**src/rtl/adc_axis_packetizer.sv**
```systemverilog
// ADC stream packetizer: re-frames tlast-delimited chirp bursts into bounded
// packets, each a single header beat followed by up to MAX_PAYLOAD_WORDS payload
// beats. The output side is one register stage, so there is no combinational
// path from s_axis to m_axis.
module adc_axis_packetizer #(
    parameter int unsigned DATA_WIDTH        = 64,
    parameter int unsigned MAX_PAYLOAD_WORDS = 256,
    parameter logic [15:0] MAGIC             = 16'hA5C3
) (
    input  logic                      aclk,
    input  logic                      aresetn,
    input  logic                      enable,
    input  logic                      clear_counters,
    input  logic [DATA_WIDTH-1:0]     s_axis_tdata,
    input  logic                      s_axis_tvalid,
    input  logic                      s_axis_tlast,
    output logic                      s_axis_tready,
    output logic [DATA_WIDTH-1:0]     m_axis_tdata,
    output logic                      m_axis_tvalid,
    output logic                      m_axis_tlast,
    output logic [DATA_WIDTH/8-1:0]   m_axis_tkeep,
    output logic                      m_axis_tuser,
    input  logic                      m_axis_tready,
    output logic [31:0]               pkt_count
);

    localparam logic [15:0] LastBeat = 16'(MAX_PAYLOAD_WORDS - 1);

    typedef enum logic [0:0] {StIdle, StPayload} state_e;

    state_e      state_q, state_d;
    logic [15:0] seq_q, chirp_q, beat_cnt_q;
    logic        first_q;
    logic        ld, hdr_load, beat_acc, end_pkt;
    logic [63:0] header;

    // The output register may take a new beat when it is empty or being drained.
    assign ld           = !m_axis_tvalid || m_axis_tready;
    assign header       = {MAGIC, 7'b0, first_q, 8'h00, chirp_q, seq_q};
    assign m_axis_tkeep = '1;

    // State register.
    always_ff @(posedge aclk or negedge aresetn) begin
        if (!aresetn) begin
            state_q <= StIdle;
        end else begin
            state_q <= state_d;
        end
    end

    // Next state: a header opens a packet, the ending payload beat closes it.
    always_comb begin
        state_d = state_q;
        unique case (state_q)
            StIdle:    if (hdr_load) state_d = StPayload;
            StPayload: if (end_pkt)  state_d = StIdle;
            default:   state_d = StIdle;
        endcase
    end

    // FSM outputs: input handshake and the header/payload/end-of-packet strobes.
    always_comb begin
        s_axis_tready = 1'b0;
        hdr_load      = 1'b0;
        beat_acc      = 1'b0;
        end_pkt       = 1'b0;
        unique case (state_q)
            StIdle: begin
                // The waiting input word only triggers the header; it is not consumed.
                hdr_load = enable && s_axis_tvalid && ld;
            end
            StPayload: begin
                s_axis_tready = ld;
                beat_acc      = s_axis_tvalid && ld;
                end_pkt       = beat_acc && (s_axis_tlast || (beat_cnt_q == LastBeat));
            end
            default: ;
        endcase
    end

    // Output register stage: holds the current beat until the consumer takes it.
    always_ff @(posedge aclk or negedge aresetn) begin
        if (!aresetn) begin
            m_axis_tdata  <= '0;
            m_axis_tvalid <= 1'b0;
            m_axis_tlast  <= 1'b0;
            m_axis_tuser  <= 1'b0;
        end else if (ld) begin
            if (hdr_load) begin
                m_axis_tdata  <= header;
                m_axis_tvalid <= 1'b1;
                m_axis_tlast  <= 1'b0;
                m_axis_tuser  <= 1'b0;
            end else if (beat_acc) begin
                m_axis_tdata  <= s_axis_tdata;
                m_axis_tvalid <= 1'b1;
                m_axis_tlast  <= s_axis_tlast || (beat_cnt_q == LastBeat);
                m_axis_tuser  <= s_axis_tlast;
            end else begin
                m_axis_tvalid <= 1'b0;
                m_axis_tlast  <= 1'b0;
                m_axis_tuser  <= 1'b0;
            end
        end
    end

    // Payload beat counter within the current packet.
    always_ff @(posedge aclk or negedge aresetn) begin
        if (!aresetn) begin
            beat_cnt_q <= '0;
        end else if (hdr_load) begin
            beat_cnt_q <= '0;
        end else if (beat_acc) begin
            beat_cnt_q <= beat_cnt_q + 16'd1;
        end
    end

    // Sequence, chirp and packet counters; a clear pulse overrides any increment.
    always_ff @(posedge aclk or negedge aresetn) begin
        if (!aresetn) begin
            seq_q     <= '0;
            chirp_q   <= '0;
            pkt_count <= '0;
        end else if (clear_counters) begin
            seq_q     <= '0;
            chirp_q   <= '0;
            pkt_count <= '0;
        end else begin
            if (hdr_load) begin
                seq_q     <= seq_q + 16'd1;
                pkt_count <= pkt_count + 32'd1;
            end
            if (end_pkt && s_axis_tlast) begin
                chirp_q <= chirp_q + 16'd1;
            end
        end
    end

    // First-packet-of-chirp flag: set by a packet that ended a chirp, cleared otherwise.
    always_ff @(posedge aclk or negedge aresetn) begin
        if (!aresetn) begin
            first_q <= 1'b1;
        end else if (end_pkt) begin
            first_q <= s_axis_tlast;
        end
    end

endmodule

```
**config.mk**
```make
export PLATFORM = sky130hd
export DESIGN_NAME = adc_axis_packetizer
export DESIGN_NICKNAME = d
export VERILOG_FILES = /design/src/rtl/adc_axis_packetizer.sv
export SDC_FILE = /design/constraint.sdc
export NUM_CORES = 1
export LEC_CHECK = 0
export BUFFER_PORTS_ARGS = -buffer_cell sky130_fd_sc_hd__buf_2
export CAP_MARGIN = 5
export CELL_PAD_IN_SITES_DETAIL_PLACEMENT = 1
export CELL_PAD_IN_SITES_GLOBAL_PLACEMENT = 1
export CORE_MARGIN = 1
export CORE_UTILIZATION = 40
export DETAILED_ROUTE_END_ITERATION = 8
export GPL_TIMING_DRIVEN = 0
export PLACE_DENSITY_LB_ADDON = 0.15
export SYNTH_ARGS = -nofsm -noshare
export SYNTH_HDL_FRONTEND = slang
export SYNTH_SLANG_ARGS = --single-unit
export TNS_END_PERCENT = 5
```
**constraint.sdc**
```tcl
create_clock -name aclk -period 2 [get_ports aclk]
set_input_delay 0.2 -clock aclk [delete_from_list [all_inputs] [get_ports aclk]]
set_output_delay 0.2 -clock aclk [all_outputs]
set_load 0.03 [all_outputs]
```
### Word-level counts from Yosys, hierarchy flattened

Index checks and enable logic that the tools add are counted.
W data, S select, Z words.

| storage, ports and cells | value |
|---|---|
| register bits after elaboration | 149 |
| output and inout bits | 108 |
| logic and storage cells | 51 |

| cells by class | value |
|---|---|
| add/sub/neg operators | 4 |
| equal/unequal tests | 1 |
| multiplexer cells | 23 |
| bitwise gates (word level) | 1 |
| reductions and logical operators | 12 |

Operators by type and width:

| kind | number |
|---|---|
| $mux W64 | 2 |
| $mux W16 | 6 |
| $mux W32 | 2 |
| $add A16 B1 Y16 const B | 3 |
| $add A32 B1 Y32 const B | 1 |
| $eq A16 B8 Y1 const B | 1 |
| $mux W1 | 12 |
| $reduce_bool A2 Y1 | 3 |
| $logic_and A1 B1 Y1 | 5 |
| $logic_or A1 B1 Y1 | 2 |
| $pmux W1 S2 | 1 |
| $reduce_and A2 Y1 | 1 |
| $logic_not A1 Y1 | 1 |
| $not A1 Y1 | 1 |

### Longest topological paths before layout

| logic depth | value |
|---|---|
| word-level depth | 8 |
| gate-level depth with buffers | 7 |

### Least setup slack after synthesis

Ideal clock, no wire load.

| timing path | value |
|---|---|
| kind | register to register |
| from | reg pkt_count[6] |
| to | reg pkt_count[31] |
| library setup time | 0.125 ns |
| arrival | 1.834 ns |
| data required time | 1.875 ns |
| slack | 0.042 ns |
| stages on the path, launching flop included | 7 |
| period minus slack after synthesis | 1.958 ns |
| cells stage by stage | dfrtp_1 and4_1 and4_1 buf_2 nand3_1 nor3_1 mux2_2 |

| between the ends | value |
|---|---|
| cells in the longest elaborated chain, start to end | 3 |

RTL lines:

| element | line | RTL |
|---|---|---|
| start, declared | 24 | `output logic [31:0] pkt_count` |
| start signal, assigned | 131 | `pkt_count <= pkt_count + 32'd1;` |
| $add A32 B1 Y32 | 131 |  |
| $mux W32 | 129 | `if (hdr_load) begin` |
| $mux W32 | 124 | `end else if (clear_counters) begin` |

No other way between the ends. The select of a mux whose other input is x is not followed.
A chain may end at the register's enable or synchronous reset.

### Worst setup path after layout

| timing path | value |
|---|---|
| from | reg m_axis_tvalid |
| to | reg m_axis_tdata[46] |

| between the ends | value |
|---|---|
| cells in the longest elaborated chain, start to end | 6 |
| elaborated cells between the ends (all ways) | 9 |

RTL lines:

| element | line | RTL |
|---|---|---|
| start, declared | 19 | `output logic m_axis_tvalid,` |
| start signal, assigned | 85 | `m_axis_tvalid <= 1'b0;` |
| start signal, assigned | 91 | `m_axis_tvalid <= 1'b1;` |
| start signal, assigned | 96 | `m_axis_tvalid <= 1'b1;` |
| $logic_not A1 Y1 (*) | 38 | `assign ld = !m_axis_tvalid \|\| m_axis_tready;` |
| $logic_or A1 B1 Y1 (*) | 38 |  |
| $logic_and A1 B1 Y1 (on tied branches) | 70, 74 |  |
| $mux W1 | 67 | `unique case (state_q)` |
| $reduce_bool A2 Y1 (no line) | -- |  |
| $reduce_and A2 Y1 (no line) | -- |  |
| end signal, assigned | 90 | `m_axis_tdata <= header;` |
| end signal, assigned | 95 | `m_axis_tdata <= s_axis_tdata;` |
| end, declared | 18 | `output logic [DATA_WIDTH-1:0] m_axis_tdata,` |

Mark *: on every way between the ends. The rest lies on a longest branch, timed or not.

==> impl_metrics.json <==
{
  "crit_fanout": 10,
  "ys_top_cells_by_count": "dfrtp_1 (148), nand2_1 (99), nor2_1 (97)",
  "fin_crit_sh_pct": 98.6,
  "drv_slew": 0,
  "htreeDepth": 4,
  "hold_viol": 0,
  "grt_pass1_vias": 6646,
  "fp-row-count": 47,
  "power_frac_clock_pct": 34.9,
  "yosysMostFrequentCell": "dfrtp_1",
  "tightest_slew_ns": 0.688,
  "p_leak_nw": 4.29,
  "pre_cts_slack_ns": -0.253,
  "firstDrtPassIters": 4,
  "synthToLayoutAreaGrowth_pct": 32.6,
  "seqPwrFrac_pct": 39.1,
  "fillCellCount": 1948,
  "synth_seq_cells": 149,
  "initial_core_util_pct": 41.2,
  "dp_hpwl_mm": 14.6,
  "route.met2.wl_mm": 11.1,
  "fin_util_pct": 54.6,
  "drt-met1-wl_mm": 9.19,
  "slew_headroom_pct": 54.2,
  "skew_ns": 0.00711,
  "grt_max_degree": 98,
  "cp-end-kind": "flip-flop",
  "track_usage_pct": 25.3,
  "io_buffer_count": 170,
  "die_w_microns": 133,
  "required_ns": 2.31,
  "worst-setup-path-type": "flip-flop to flip-flop",
  "yosysWarningCount": 0,
  "status": "completed",
  "drt-total-wl_mm": 21.7,
  "min_path_type": "primary input to flip-flop",
  "cts_buffers": 17,
  "synth_cells": 704,
  "startpoint_type": "flip-flop",
  "avgRoutedWirePerCell_microns": 18.6,
  "powerDensity_nw_per_um2": 1050,
  "netlist_area_sq_um": 6880,
  "switching_power_mw": 3.25,
  "arrival_ns": 2.28,
  "synth_top_area_cell": "dfrtp_1",
  "switching_share_pct": 33.9,
  "cts.sinks": 149,
  "clk_pin_slew_ns": 0.06,
  "synthArstFlopShare_pct": 100,
  "antenna_found_initial": 0,
  "post-route-min-period_ns": 1.97,
  "yosysSeqAreaShare_pct": 54.2,
  "nets": 1010,
  "place_area_sq_um": 8070,
  "avgSynthCellArea_sq_um": 9.77,
  "setup_viol": 0,
  "clockBufferDepth": 2,
  "rsz0062_at_grt": "yes",
  "pin_count": 179,
  "cap_violations": 0,
  "clk_latency_ns": 0.43,
  "ys_top_cells_by_area": "dfrtp_1 (54%), nand2_1 (5.4%), nor2_1 (5.3%), xor2_1 (5.0%), a31oi_1 (3.1%)",
  "cts_tree": "done",
  "design.die.area_sq_um": 17700,
  "viasPerCell": 5.33,
  "min_path_cells": 2,
  "fp.coreArea_sq_um": 16700,
  "ant_nets": 0,
  "timing.final.ws_setup_ns": 0.0281,
  "overflow": 0,
  "seq_area_sq_um": 3740,
  "vdd_drop_max_v": 0.000692,
  "drtIter0Drc": 235,
  "synth_flop_cell": "dfrtp_1",
  "die_h_microns": 133,
  "vias": 6231,
  "synth_top_cell_area_share_pct": 53.8,
  "synth_edf_count": 0,
  "drive_above_1_share_pct": 27.7,
  "combPwrFrac_pct": 26.0,
  "synth.distinct_cells": 45,
  "max_freq_mhz": 507,
  "cts-root-buf": "clkbuf_16",
  "detailroute.wirelength.met3_microns": 820,
  "highest_layer": "met4",
  "drc": 0,
  "design_area_sq_um": 9120,
  "internal_power_mw": 6.34,
  "place.gp.congestion": 0.802,
  "reg2reg_depth": 6,
  "grt_first_pass_wirelength_mm": 35.1,
  "antennaDiodeCount": 0,
  "multi_input_area_sq_um": 2980
}
## flip-flops by register name, indices dropped and copies added, names as in the netlist
name           count
seq_q             16
m_axis_tlast       1
pkt_count         32
m_axis_tuser       1
chirp_q           16
m_axis_tvalid      1
beat_cnt_q        16
first_q            1
state_q            1
m_axis_tdata      64
## layer usage
layer / up-vias / global-route usage [%]
li1: 2898 / -
met1: 3137 / 31.6
met2: 153 / 43.3
met3: 43 / 4.19
met4: 0 / 10.9
met5: - / 0
## path summary, 6_finish.rpt
path / startpoint / end / slack [ns]
worst max-delay path: m_axis_tvalid / m_axis_tdata[46] / 0.03
worst min-delay path: s_axis_tdata[50] / m_axis_tdata[50] / 0.01
worst max register to register: m_axis_tvalid / m_axis_tdata[46] / 0.03
worst min register to register: m_axis_tlast / m_axis_tlast / 0.49
max in group asynchronous: aresetn / first_q / 0.82
min in group asynchronous: aresetn / m_axis_tdata[11] / 0.31
## placed cells by master (no fill, tap or decap), types with 17 or more instances in the layout
cell type	count
nor2_1	97
a31oi_1	34
nand2_1	99
buf_2	180
nand3_1	28
nand4_1	25
clkbuf_16	17
dlygate4sd3_1	30
a22o_1	24
dfrtp_1	143
a21oi_1	19
clkbuf_1	20
xor2_1	39
## cell type report
class	instances	area share [%]
clock buffer	24	5.39
tap	220	3.02
inverter	6	0.247
buffer	51	3.02
timing repair buffer	205	13.3
sequential	149	41.0
clock inverter	8	1.33
multi-input combinational	505	32.7
## power groups by stage
stage,clock (mW),combinational (mW),sequential (mW)
2_1_floorplan,0,0.751,4.55
3_3_place_gp,0,2.31,3.77
3_5_place_dp,0,2.38,3.79
4_1_cts,3.41,2.47,3.74
5_1_grt,3.55,2.66,3.80
6_report,3.35,2.50,3.75
## metrics by stage
stage / power, mW / hold WS (ns) / TNS (ns) / std cells
finish: 9.59 / 0.0112 / 0 / 1168
global route: 10.0 / 0.00326 / -0.233 / 1168
CTS: 9.61 / 0.00216 / -0.157 / 1164
detailed placement: 6.17 / 0.195 / -7.63 / 1102
global placement: 6.08 / 0.411 / -222.87 / 1101
floorplan: 5.30 / -0.0956 / 0 / 711
## cell families (layout without fill, tap and decap cells)
family                     Yosys count  in the layout  synth area share (%)
and+or+nand+nor                    328            328                  23.3
DFF                                149            149                  54.2
AOI/OAI and AO/OA                  109            109                  10.6
buffers and inverters               57            294                  3.86
xor gates and xnor gates            53             53                  6.75
adders and majority gates            4              4                 0.727
muxes                                3              3                 0.473
other                                1              8                0.0545
## critical path, cell delays in order, from the launching register on
cell	delay, ns
dfrtp_1	0.39
nor2b_4	0.17
clkbuf_4	0.23
or3_1	0.40
clkbuf_2	0.19
buf_2	0.22
a22o_1	0.26
## repair_timing
action / 4_1_cts / 5_1_grt
setup endpoints to repair: 74 / 77
resized for setup: 13 / 30
pin swaps: 0 / 1
hold endpoints to repair: 81 / 0
hold buffers: 30 / 0
setup buffers: 0 / 4
(Power assumes the default switching activity.)
